**src/rtl/filter_arb_pkg.sv**
```systemverilog
// Shared types and geometry for the filter frame write arbiter.
package filter_arb_pkg;

  localparam int N_REQ        = 4;
  localparam int PIX_W        = 7;
  localparam int FRAME_W      = 240;
  localparam int FRAME_H      = 320;
  localparam int FIFO_DEPTH   = 4;
  localparam int ADDR_W       = 19;
  localparam int LADDR_W      = 17;
  localparam int IDX_W        = $clog2(N_REQ);
  localparam int FRAME_PIXELS = FRAME_W * FRAME_H;

  typedef enum logic [1:0] {
    ST_RUN,
    ST_STOPPING,
    ST_FROZEN,
    ST_ARMING
  } freeze_state_t;

  typedef struct packed {
    logic [LADDR_W-1:0] local_addr;
    logic [PIX_W-1:0]   pixel;
  } fifo_entry_t;

  function automatic logic [LADDR_W-1:0] calc_local_addr(input logic [9:0]  vcount,
                                                         input logic [10:0] hcount);
    return LADDR_W'(vcount) * LADDR_W'(FRAME_W) + LADDR_W'(hcount);
  endfunction

endpackage

```
**src/rtl/arb_fifo.sv**
```systemverilog
// Small synchronous FIFO holding one stream's pending pixels; a push into a
// full FIFO is still taken when the same cycle pops it.
module arb_fifo
  import filter_arb_pkg::*;
#(
  parameter int DEPTH = FIFO_DEPTH
) (
  input  logic        clk_in,
  input  logic        rst_in,
  input  logic        push,
  input  logic        pop,
  input  fifo_entry_t din,
  output fifo_entry_t dout,
  output logic        full,
  output logic        empty
);

  localparam int PTR_W = $clog2(DEPTH);

  fifo_entry_t      mem [DEPTH];
  logic [PTR_W-1:0] wr_ptr;
  logic [PTR_W-1:0] rd_ptr;
  logic [PTR_W:0]   count;
  logic             do_push;
  logic             do_pop;

  assign full    = (count == (PTR_W+1)'(DEPTH));
  assign empty   = (count == '0);
  assign dout    = mem[rd_ptr];
  assign do_pop  = pop && !empty;
  assign do_push = push && (!full || do_pop);

  always_ff @(posedge clk_in or posedge rst_in) begin
    if (rst_in) begin
      wr_ptr <= '0;
      rd_ptr <= '0;
      count  <= '0;
    end else begin
      if (do_push) wr_ptr <= wr_ptr + PTR_W'(1);
      if (do_pop)  rd_ptr <= rd_ptr + PTR_W'(1);
      count <= count + (PTR_W+1)'(do_push) - (PTR_W+1)'(do_pop);
    end
  end

  // NOTE: storage is deliberately not reset; the pointers make stale entries unreachable.
  always_ff @(posedge clk_in) begin
    if (do_push) mem[wr_ptr] <= din;
  end

endmodule

```
**src/rtl/filter_frame_write_arbiter.sv**
```systemverilog
// Shares one BRAM write port among N_REQ filter streams with per-stream FIFOs,
// round-robin grant, stacked-frame addressing and frame-aligned freeze.
module filter_frame_write_arbiter
  import filter_arb_pkg::*;
(
  input  logic                         clk_in,
  input  logic                         rst_in,
  input  logic                         freeze_in,
  input  logic [N_REQ-1:0]             req_valid_in,
  input  logic [N_REQ-1:0][10:0]       req_hcount_in,
  input  logic [N_REQ-1:0][9:0]        req_vcount_in,
  input  logic [N_REQ-1:0][PIX_W-1:0]  req_pixel_in,
  output logic                         wr_en_out,
  output logic [ADDR_W-1:0]            wr_addr_out,
  output logic [PIX_W-1:0]             wr_data_out,
  output logic [N_REQ-1:0]             grant_out,
  output logic [N_REQ-1:0]             overflow_out,
  output logic                         frozen_out
);

  freeze_state_t    state, state_nxt;
  logic [N_REQ-1:0] attempt, pop, full, empty, blocked, is_first, is_last;
  fifo_entry_t      din  [N_REQ];
  fifo_entry_t      dout [N_REQ];
  logic [IDX_W-1:0] rr, gidx, cand;
  logic             gvalid;

  // NOTE: every always_comb output gets a default first so no latch can be inferred.
  always_comb begin
    attempt  = '0;
    is_first = '0;
    is_last  = '0;
    for (int i = 0; i < N_REQ; i++) begin
      din[i] = '{local_addr: calc_local_addr(req_vcount_in[i], req_hcount_in[i]),
                 pixel:      req_pixel_in[i]};
      is_first[i] = (req_hcount_in[i] == 11'd0) && (req_vcount_in[i] == 10'd0);
      is_last[i]  = (req_hcount_in[i] == 11'(FRAME_W-1)) && (req_vcount_in[i] == 10'(FRAME_H-1));
      if (req_valid_in[i] && (req_hcount_in[i] < 11'(FRAME_W)) && (req_vcount_in[i] < 10'(FRAME_H)))
        attempt[i] = blocked[i] ? (state == ST_ARMING && is_first[i]) : (state != ST_FROZEN);
    end
  end

  for (genvar i = 0; i < N_REQ; i++) begin : g_fifo
    arb_fifo u_fifo (
      .clk_in (clk_in),
      .rst_in (rst_in),
      .push   (attempt[i]),
      .pop    (pop[i]),
      .din    (din[i]),
      .dout   (dout[i]),
      .full   (full[i]),
      .empty  (empty[i])
    );
  end

  // Search starts just after the last winner so every stream gets a turn.
  always_comb begin
    gvalid = 1'b0;
    gidx   = rr;
    cand   = '0;
    for (int k = 1; k <= N_REQ; k++) begin
      cand = IDX_W'((int'(rr) + k) % N_REQ);
      if (!gvalid && !empty[cand]) begin
        gvalid = 1'b1;
        gidx   = cand;
      end
    end
    pop = '0;
    if (gvalid) pop[gidx] = 1'b1;
  end

  always_ff @(posedge clk_in or posedge rst_in) begin
    if (rst_in) begin
      rr           <= IDX_W'(N_REQ-1);
      wr_en_out    <= 1'b0;
      wr_addr_out  <= '0;
      wr_data_out  <= '0;
      grant_out    <= '0;
      overflow_out <= '0;
    end else begin
      overflow_out <= overflow_out | (attempt & full & ~pop);
      wr_en_out    <= gvalid;
      grant_out    <= pop;
      if (gvalid) begin
        rr          <= gidx;
        wr_addr_out <= ADDR_W'(gidx) * ADDR_W'(FRAME_PIXELS) + ADDR_W'(dout[gidx].local_addr);
        wr_data_out <= dout[gidx].pixel;
      end
    end
  end

  always_ff @(posedge clk_in or posedge rst_in) begin
    if (rst_in) begin
      state   <= ST_RUN;
      blocked <= '0;
    end else begin
      state <= state_nxt;
      for (int i = 0; i < N_REQ; i++) begin
        if (attempt[i] && state == ST_STOPPING && is_last[i]) blocked[i] <= 1'b1;
        else if (attempt[i] && blocked[i])                    blocked[i] <= 1'b0;
      end
    end
  end

  always_comb begin
    state_nxt = state;
    case (state)
      ST_RUN:      if (freeze_in) state_nxt = ST_STOPPING;
      ST_STOPPING: if (!freeze_in)                  state_nxt = ST_ARMING;
                   else if (&blocked && &empty)     state_nxt = ST_FROZEN;
      ST_FROZEN:   if (!freeze_in) state_nxt = ST_ARMING;
      ST_ARMING:   if (freeze_in)                   state_nxt = ST_STOPPING;
                   else if (blocked == '0)          state_nxt = ST_RUN;
      default:     state_nxt = ST_RUN;
    endcase
  end

  assign frozen_out = (state == ST_FROZEN);

endmodule

```
**config.mk**
```make
export PLATFORM = sky130hd
export DESIGN_NAME = filter_frame_write_arbiter
export DESIGN_NICKNAME = d
export VERILOG_FILES = /design/src/rtl/filter_arb_pkg.sv /design/src/rtl/arb_fifo.sv /design/src/rtl/filter_frame_write_arbiter.sv
export SDC_FILE = /design/constraint.sdc
export NUM_CORES = 1
export LEC_CHECK = 0
export BUFFER_PORTS_ARGS = -buffer_cell sky130_fd_sc_hd__buf_2
export CAP_MARGIN = 15
export CORE_ASPECT_RATIO = 1.75
export CORE_MARGIN = 10
export CORE_UTILIZATION = 44
export DETAILED_ROUTE_END_ITERATION = 8
export PLACE_DENSITY = 0.6
export REMOVE_ABC_BUFFERS = 1
export SLEW_MARGIN = 20
export SYNTH_ARGS = -nofsm -noshare
export SYNTH_HDL_FRONTEND = slang
export SYNTH_HIERARCHICAL = 1
export SYNTH_SLANG_ARGS = --single-unit
```
**constraint.sdc**
```tcl
create_clock -name clk_in -period 8.1 [get_ports clk_in]
set_input_delay 0.81 -clock clk_in [delete_from_list [all_inputs] [get_ports clk_in]]
set_output_delay 0.81 -clock clk_in [all_outputs]
set_load 0.1 [all_outputs]
```
Word-level counts from Yosys, hierarchy flattened
Memory sizes are Yosys's and may differ from the RTL's. Cells that the tools add are included.

Add/sub/neg operators: 25. Equal/unequal tests: 20. Multiplexer cells: 53. Multipliers: 5. Magnitude comparators: 15. Bitwise logic cells: 5. Reduce and logical (&&, ||, !) cells: 83.

Operator list (count): $add A17 B11 Y17 (4); $mul A10 B4 Y13 const B (4); $bmux W24 S2 (1); $mux W24 (2); $logic_and A1 B1 Y1 (45); $eq A11 B8 Y1 const B (4); $logic_not A11 Y1 (4); $lt A11 B8 Y1 const B (4); $eq A10 B9 Y1 const B (4); $logic_not A10 Y1 (4); $lt A10 B9 Y1 const B (4); $mux W1 (33); $add A2 B1 Y2 const B (10); $mux W2 (10); $add A19 B17 Y19 (1); $lt A2 B3 Y1 const B (5); $logic_not A1 Y1 (13); $add A3 B1 Y3 (4); $eq A3 B3 Y1 const B (4); $logic_not A3 Y1 (4); $reduce_and A4 Y1 (3); $sub A3 B1 Y3 (4); $mul A2 B7 Y9 const B (1); $and A4 B4 Y4 (2); other kinds (18) (32).

Memories kept: 4. Output and inout port bits: 36. RAM bits: 384. Register bits: 71. Input port bits: 119. Word-level logic and storage cells: 233.

Memories: g_fifo[0].u_fifo.mem (words 4, width 24, rd ports 1, clocked after Yosys merged registers in 0, wr ports 1, line arb_fifo.sv:20) `fifo_entry_t mem [DEPTH];`; g_fifo[1].u_fifo.mem (words 4, width 24, rd ports 1, clocked after Yosys merged registers in 0, wr ports 1, line arb_fifo.sv:20); g_fifo[2].u_fifo.mem (words 4, width 24, rd ports 1, clocked after Yosys merged registers in 0, wr ports 1, line arb_fifo.sv:20); g_fifo[3].u_fifo.mem (words 4, width 24, rd ports 1, clocked after Yosys merged registers in 0, wr ports 1, line arb_fifo.sv:20).

Depth between registers and ports, before layout
Depth after elaboration: 22. Mapped depth: 19. Mapped depth without buffers: 18.

Hierarchy
The synthesis kept the hierarchy.

By module, submodules not included: arb_fifo (cells each 162, instances 4, area an instance 3903.7 um2, sequential area each 3057.9 um2); filter_frame_write_arbiter (cells each 1065, instances 1, area an instance 8770.9 um2, sequential area each 1078.5 um2).

Least setup slack after synthesis
OpenSTA, ideal clock, no wires.

Path type: input port to flip-flop. From: input port req_vcount_in[33] in the netlist's numbering. To: memory g_fifo[3].u_fifo/mem[0][22] in the netlist's numbering, data pin. Slack: 3.921 ns. Library setup time: 0.279 ns. Path buffers: 0. Arrival time: 3.900 ns. Stages on the path: 14. Required time: 7.821 ns. Cells stage by stage: inv_1 > fa_1 > fa_1 > inv_1 > ha_1 > nand2b_1 > nand2b_1 > a21oi_1 > xnor2_1 > ha_1 > a2111oi_0 > or3_1 > nor4b_1 > xnor2_1.

RTL lines: start: declaration (line filter_frame_write_arbiter.sv:11) `input logic [N_REQ-1:0][9:0] req_vcount_in,`; end: declaration (line arb_fifo.sv:20).

Worst setup path after layout
From: register g_fifo[0].u_fifo.count[1]. To: register wr_addr_out[17].

Longest elaborated chain between the ends: 17. Elaborated cells between the ends (all ways): 31. Classes of those cells: add/sub: 1; mul: 1; mux: 19; bitwise: 1; reduce/logical: 9.

RTL lines: start: declaration (line arb_fifo.sv:23) `logic [PTR_W:0] count;`; start signal: assignment (line arb_fifo.sv:41) `count <= count + (PTR_W+1)'(do_push) - (PTR_W+1)'(do_pop);`; $logic_not A3 Y1 * (line arb_fifo.sv:28) `assign empty = (count == '0);`; via empty[0] (line filter_frame_write_arbiter.sv:22) `logic [N_REQ-1:0] attempt, pop, full, empty, blocked, is_first, is_last;`; branches (longest 16 deep; another with $mul A2 B7 Y9); end signal: assignment (line filter_frame_write_arbiter.sv:86) `wr_addr_out <= ADDR_W'(gidx) * ADDR_W'(FRAME_PIXELS) + ADDR_W'(dout[gidx].local_addr);`; end: declaration (line filter_frame_write_arbiter.sv:14) `output logic [ADDR_W-1:0] wr_addr_out,`.

Mark *: on every way through the listed nets, which the timed path passes. The select of a mux whose other input is x is not followed. A chain may end at the register's enable or synchronous reset.

==> impl_metrics.py <==
metrics = {
    "logic_synthesis": {
        "synthMostInstantiatedCell": "edfxtp_1",
        "yosysUniqueCellTypes": 68,
        "synth-compound-area-share": 0.0596,
        "ys_seq_elements": 455,
        "synth_fa_ha_area_frac": 0.148,
        "synth_top_area_frac": 0.473,
        "synth.area.mux_share": 0.0915,
        "synth_area_leaders": "edfxtp_1 47%, mux4_2 8.9%, ha_1 8.5%",
        "syn_area_sq_um": 24400,
        "syn_inst": 1713,
        "async_reset_ff_frac": 0.156,
        "synth-edff-count": 384,
        "yosys_warnings": 6,
        "yosysSeqAreaShare": 0.546,
        "synthSimpleGateAreaFrac": 0.0792,
        "ys.flop_type": "edfxtp_1",
        "synth_top_area_cell": "edfxtp_1",
        "avgSynthCellArea_sq_um": 14.2,
        "synthTopCellsByCount": "384 x edfxtp_1, 179 x inv_1, 166 x ha_1",
        "synth_top_family_by_area": "adder cells",
        "synth_xor_area_frac": 0.0366,
    },
    "routing": {
        "drt-wirelength-per-cell_microns": 22.1,
        "drt_iter0_drc": 705,
        "drc_errors": 0,
        "vias": 14100,
        "drtAntennaViolNets": 0,
        "drt-total-wl_mm": 58.0,
        "routed_via_density": 5.38,
        "detail_route.first_pass.iterations": 4,
    },
    "global_route": {
        "grt_use_total": 0.180,
        "grt.overflow.total": 0,
        "antenna_found_initial": 2,
        "first_global_vias": 15300,
        "grt_max_degree": 54,
        "grt_pass1_wl_mm": 89.5,
    },
    "sta": {
        "max_freq_mhz": 226,
        "fin_skew_ps": 21.6,
        "worst_pin_slew_ps": 777,
        "finalCriticalPeriod_ps": 4420,
        "hold_viol": 0,
        "setup_tns_ps": 0,
        "holdWs_ps": 293,
        "max_slew_margin": 0.482,
        "setup_viol": 0,
        "finalCritPeriodShare": 0.546,
        "final_max_slew_viol_count": 0,
        "rsz0062_at_grt": "no",
    },
    "placed_design": {
        "post_dp_cell_area_sq_um": 26000,
        "dp_hpwl_mm": 44.3,
        "dp_cells": 2548,
        "gp_congestion": 0.832,
        "port_buffers": 154,
    },
    "cts": {
        "cts_root_buf": "clkbuf_16",
        "cts.path.max_buffers": 3,
        "post_cts_resized": 0,
        "ctsHoldBuffers": 0,
        "cts.sinks": 455,
        "clk_latency_ps": 550,
        "cts_tree": "built",
        "cts_htree_levels": 2,
        "clkSlewWorstSetupHoldPaths_ps": 70,
        "cts_setup_buffers": 0,
        "cts_buffers": 42,
    },
    "critical_path": {
        "cp-start-kind": "flip-flop",
        "r2r-end": "wr_addr_out[17]",
        "worst_path_max_delay_cell": "nor3_1",
        "worst-path-buf-inv": 2,
        "rr_startpoint": "g_fifo[0].u_fifo/count[1]",
        "crit_path_end_kind": "flip-flop",
        "crit_family": "compound AO/OA/AOI/OAI gates",
        "path_cells": "nor3_1 -> a21oi_1 -> nand2_1 -> o21ai_4 -> inv_2 -> buf_4 -> nand2_1 -> and3_1 -> a31oi_1 -> ha_1 -> a21o_1 -> a21oi_1 -> o21bai_1 -> a211o_1 -> a31oi_1 -> xnor2_1 -> o21ai_0",
        "slowest_delay_ps": 620,
        "rrSetupSlack_ps": 3680,
        "worstSetupPathType": "reg2reg",
        "crit_fanout": 29,
        "worst-endpoint-arrival_ps": 4840,
        "worst-endpoint-required_ps": 8520,
        "worst_r2r_path_depth": 17,
    },
    "floorplanning": {
        "die_h_microns": 331,
        "row_count": 114,
        "start_util": 0.443,
        "core_area_sq_um": 55100,
        "die_area_sq_um": 65600,
        "die_w_microns": 198,
        "pin_count": 155,
    },
    "layout": {
        "diodes": 0,
        "final_cell_count_no_fill": 2624,
        "nets": 2258,
        "final_layout_size_suffix_gt1_frac": 0.193,
        "synthToLayoutAreaGrowth_pct": 12.3,
        "final_area_sq_um": 27400,
    },
    "flow_run": {
        "max_cap_viol_count": 0,
    },
    "power": {
        "p_leak_nw": 10.7,
        "irDropWorstVdd_v": 0.000307,
        "power_mw": 10.5,
        "cellPowerDensity_nw_per_um2": 383,
    },
    "worst_hold_path": {
        "hp-class": "in2async",
    },
    "outcome": {
        "outcome": "completed",
    },
}
-- area by class of cell --
type | instances | area (sq um)
clock buffer | 66 | 1270
tap | 696 | 871
inverter | 180 | 676
clock inverter | 10 | 129
sequential | 455 | 13300
timing repair buffer | 183 | 988
fill | 4806 | 27700
multi-input combinational | 1034 | 10100
-- cells by family (layout without fill, tap and decap cells) --
family / count (synthesis) / count (layout)
flip-flops: 455 / 455
XOR/XNOR: 102 / 102
AND/OR/NAND/NOR: 377 / 377
AO/OA/AOI/OAI: 211 / 211
adder cells (fa/ha/maj): 243 / 243
multiplexers: 101 / 101
buffers and inverters: 224 / 439
-- where the power goes --
part | total, mW | internal (mW) | switching (mW) | leakage (nW)
registers | 3.30 | 3.09 | 0.205 | 4.30
clock network | 1.99 | 1.17 | 0.818 | 0.676
logic | 5.20 | 1.91 | 3.29 | 5.77
total | 10.5 | 6.17 | 4.31 | 10.7
-- worst register-to-register path, stage by stage, from the launching register on --
cell,delay (ps)
dfrtp_1,440
nor3_1,620
a21oi_1,190
nand2_1,160
o21ai_4,70
inv_2,380
buf_4,360
nand2_1,80
and3_1,190
a31oi_1,280
ha_1,290
a21o_1,180
a21oi_1,210
o21bai_1,120
a211o_1,300
a31oi_1,200
xnor2_1,140
o21ai_0,90
-- worst max-delay path by stage --
stage	start	to	slack, ps	cells after the start
after floorplan	g_fifo[3].u_fifo/count[1]	wr_addr_out[17]	2410	13
after global placement	req_vcount_in[33]	g_fifo[3].u_fifo/mem[0][22]	3630	15
after detailed placement	req_vcount_in[33]	g_fifo[3].u_fifo/mem[2][22]	3560	15
after CTS	g_fifo[0].u_fifo/count[0]	wr_addr_out[17]	3690	17
after global routing	g_fifo[0].u_fifo/count[1]	wr_addr_out[17]	3350	17
final	g_fifo[0].u_fifo/count[1]	wr_addr_out[17]	3680	17
-- routing by layer --
layer / GRT usage / up-vias / wire length (microns)
met1: 0.205 / 7122 / 21700
met3: 0.0229 / 72 / 2590
met5: 0 / - / 30
met2: 0.336 / 314 / 32100
met4: 0.0584 / 4 / 1540
li1: - / 6605 / -
-- flip-flops by register name, summed over array words and instances (netlist names) --
signal,flops
overflow_out,4
g_fifo.u_fifo/mem,384
wr_addr_out,19
g_fifo.u_fifo/count,12
g_fifo.u_fifo/wr_ptr,8
grant_out,4
wr_en_out,1
g_fifo.u_fifo/rd_ptr,8
rr,2
wr_data_out,7
blocked,4
state,2
-- metrics by stage --
step / util / setup WS (ps)
global route: 0.497 / 3350
detailed placement: 0.472 / 3560
finish: 0.497 / 3680
floorplan: - / 2410
global placement: 0.472 / 3630
CTS: 0.497 / 3690
-- layout by cell type (no fill, tap or decap), types with 5 or more instances in the layout --
master     synthesis  routed
a211oi_1           5       5
a21o_1            15      15
a21oi_1           59      59
a31o_2             6       6
a31oi_1            8       8
and2_1            18      18
and3_1            41      41
buf_2             12     154
buf_4              0      29
clkbuf_1          18      16
clkbuf_16          0      46
dfrtp_1           69      69
edfxtp_1         384     384
fa_1              77      77
ha_1             166     166
inv_1            179     178
mux4_2            96      96
nand2_1          151     151
nand2b_1          14      14
nand3_1            9       9
nand4_1           16      16
nand4b_1           6       6
nor2_1            52      52
nor2b_1            8       8
nor3_1            23      23
nor4_1             8       8
o211ai_1           8       8
o21a_1             9       9
o21ai_0           30      30
o21bai_1           9       9
o31ai_1           21      21
or3_1              5       5
or4_1              6       6
xnor2_1           79      79
xor2_1            23      23
Note: power is estimated with default switching activity, not from simulation.
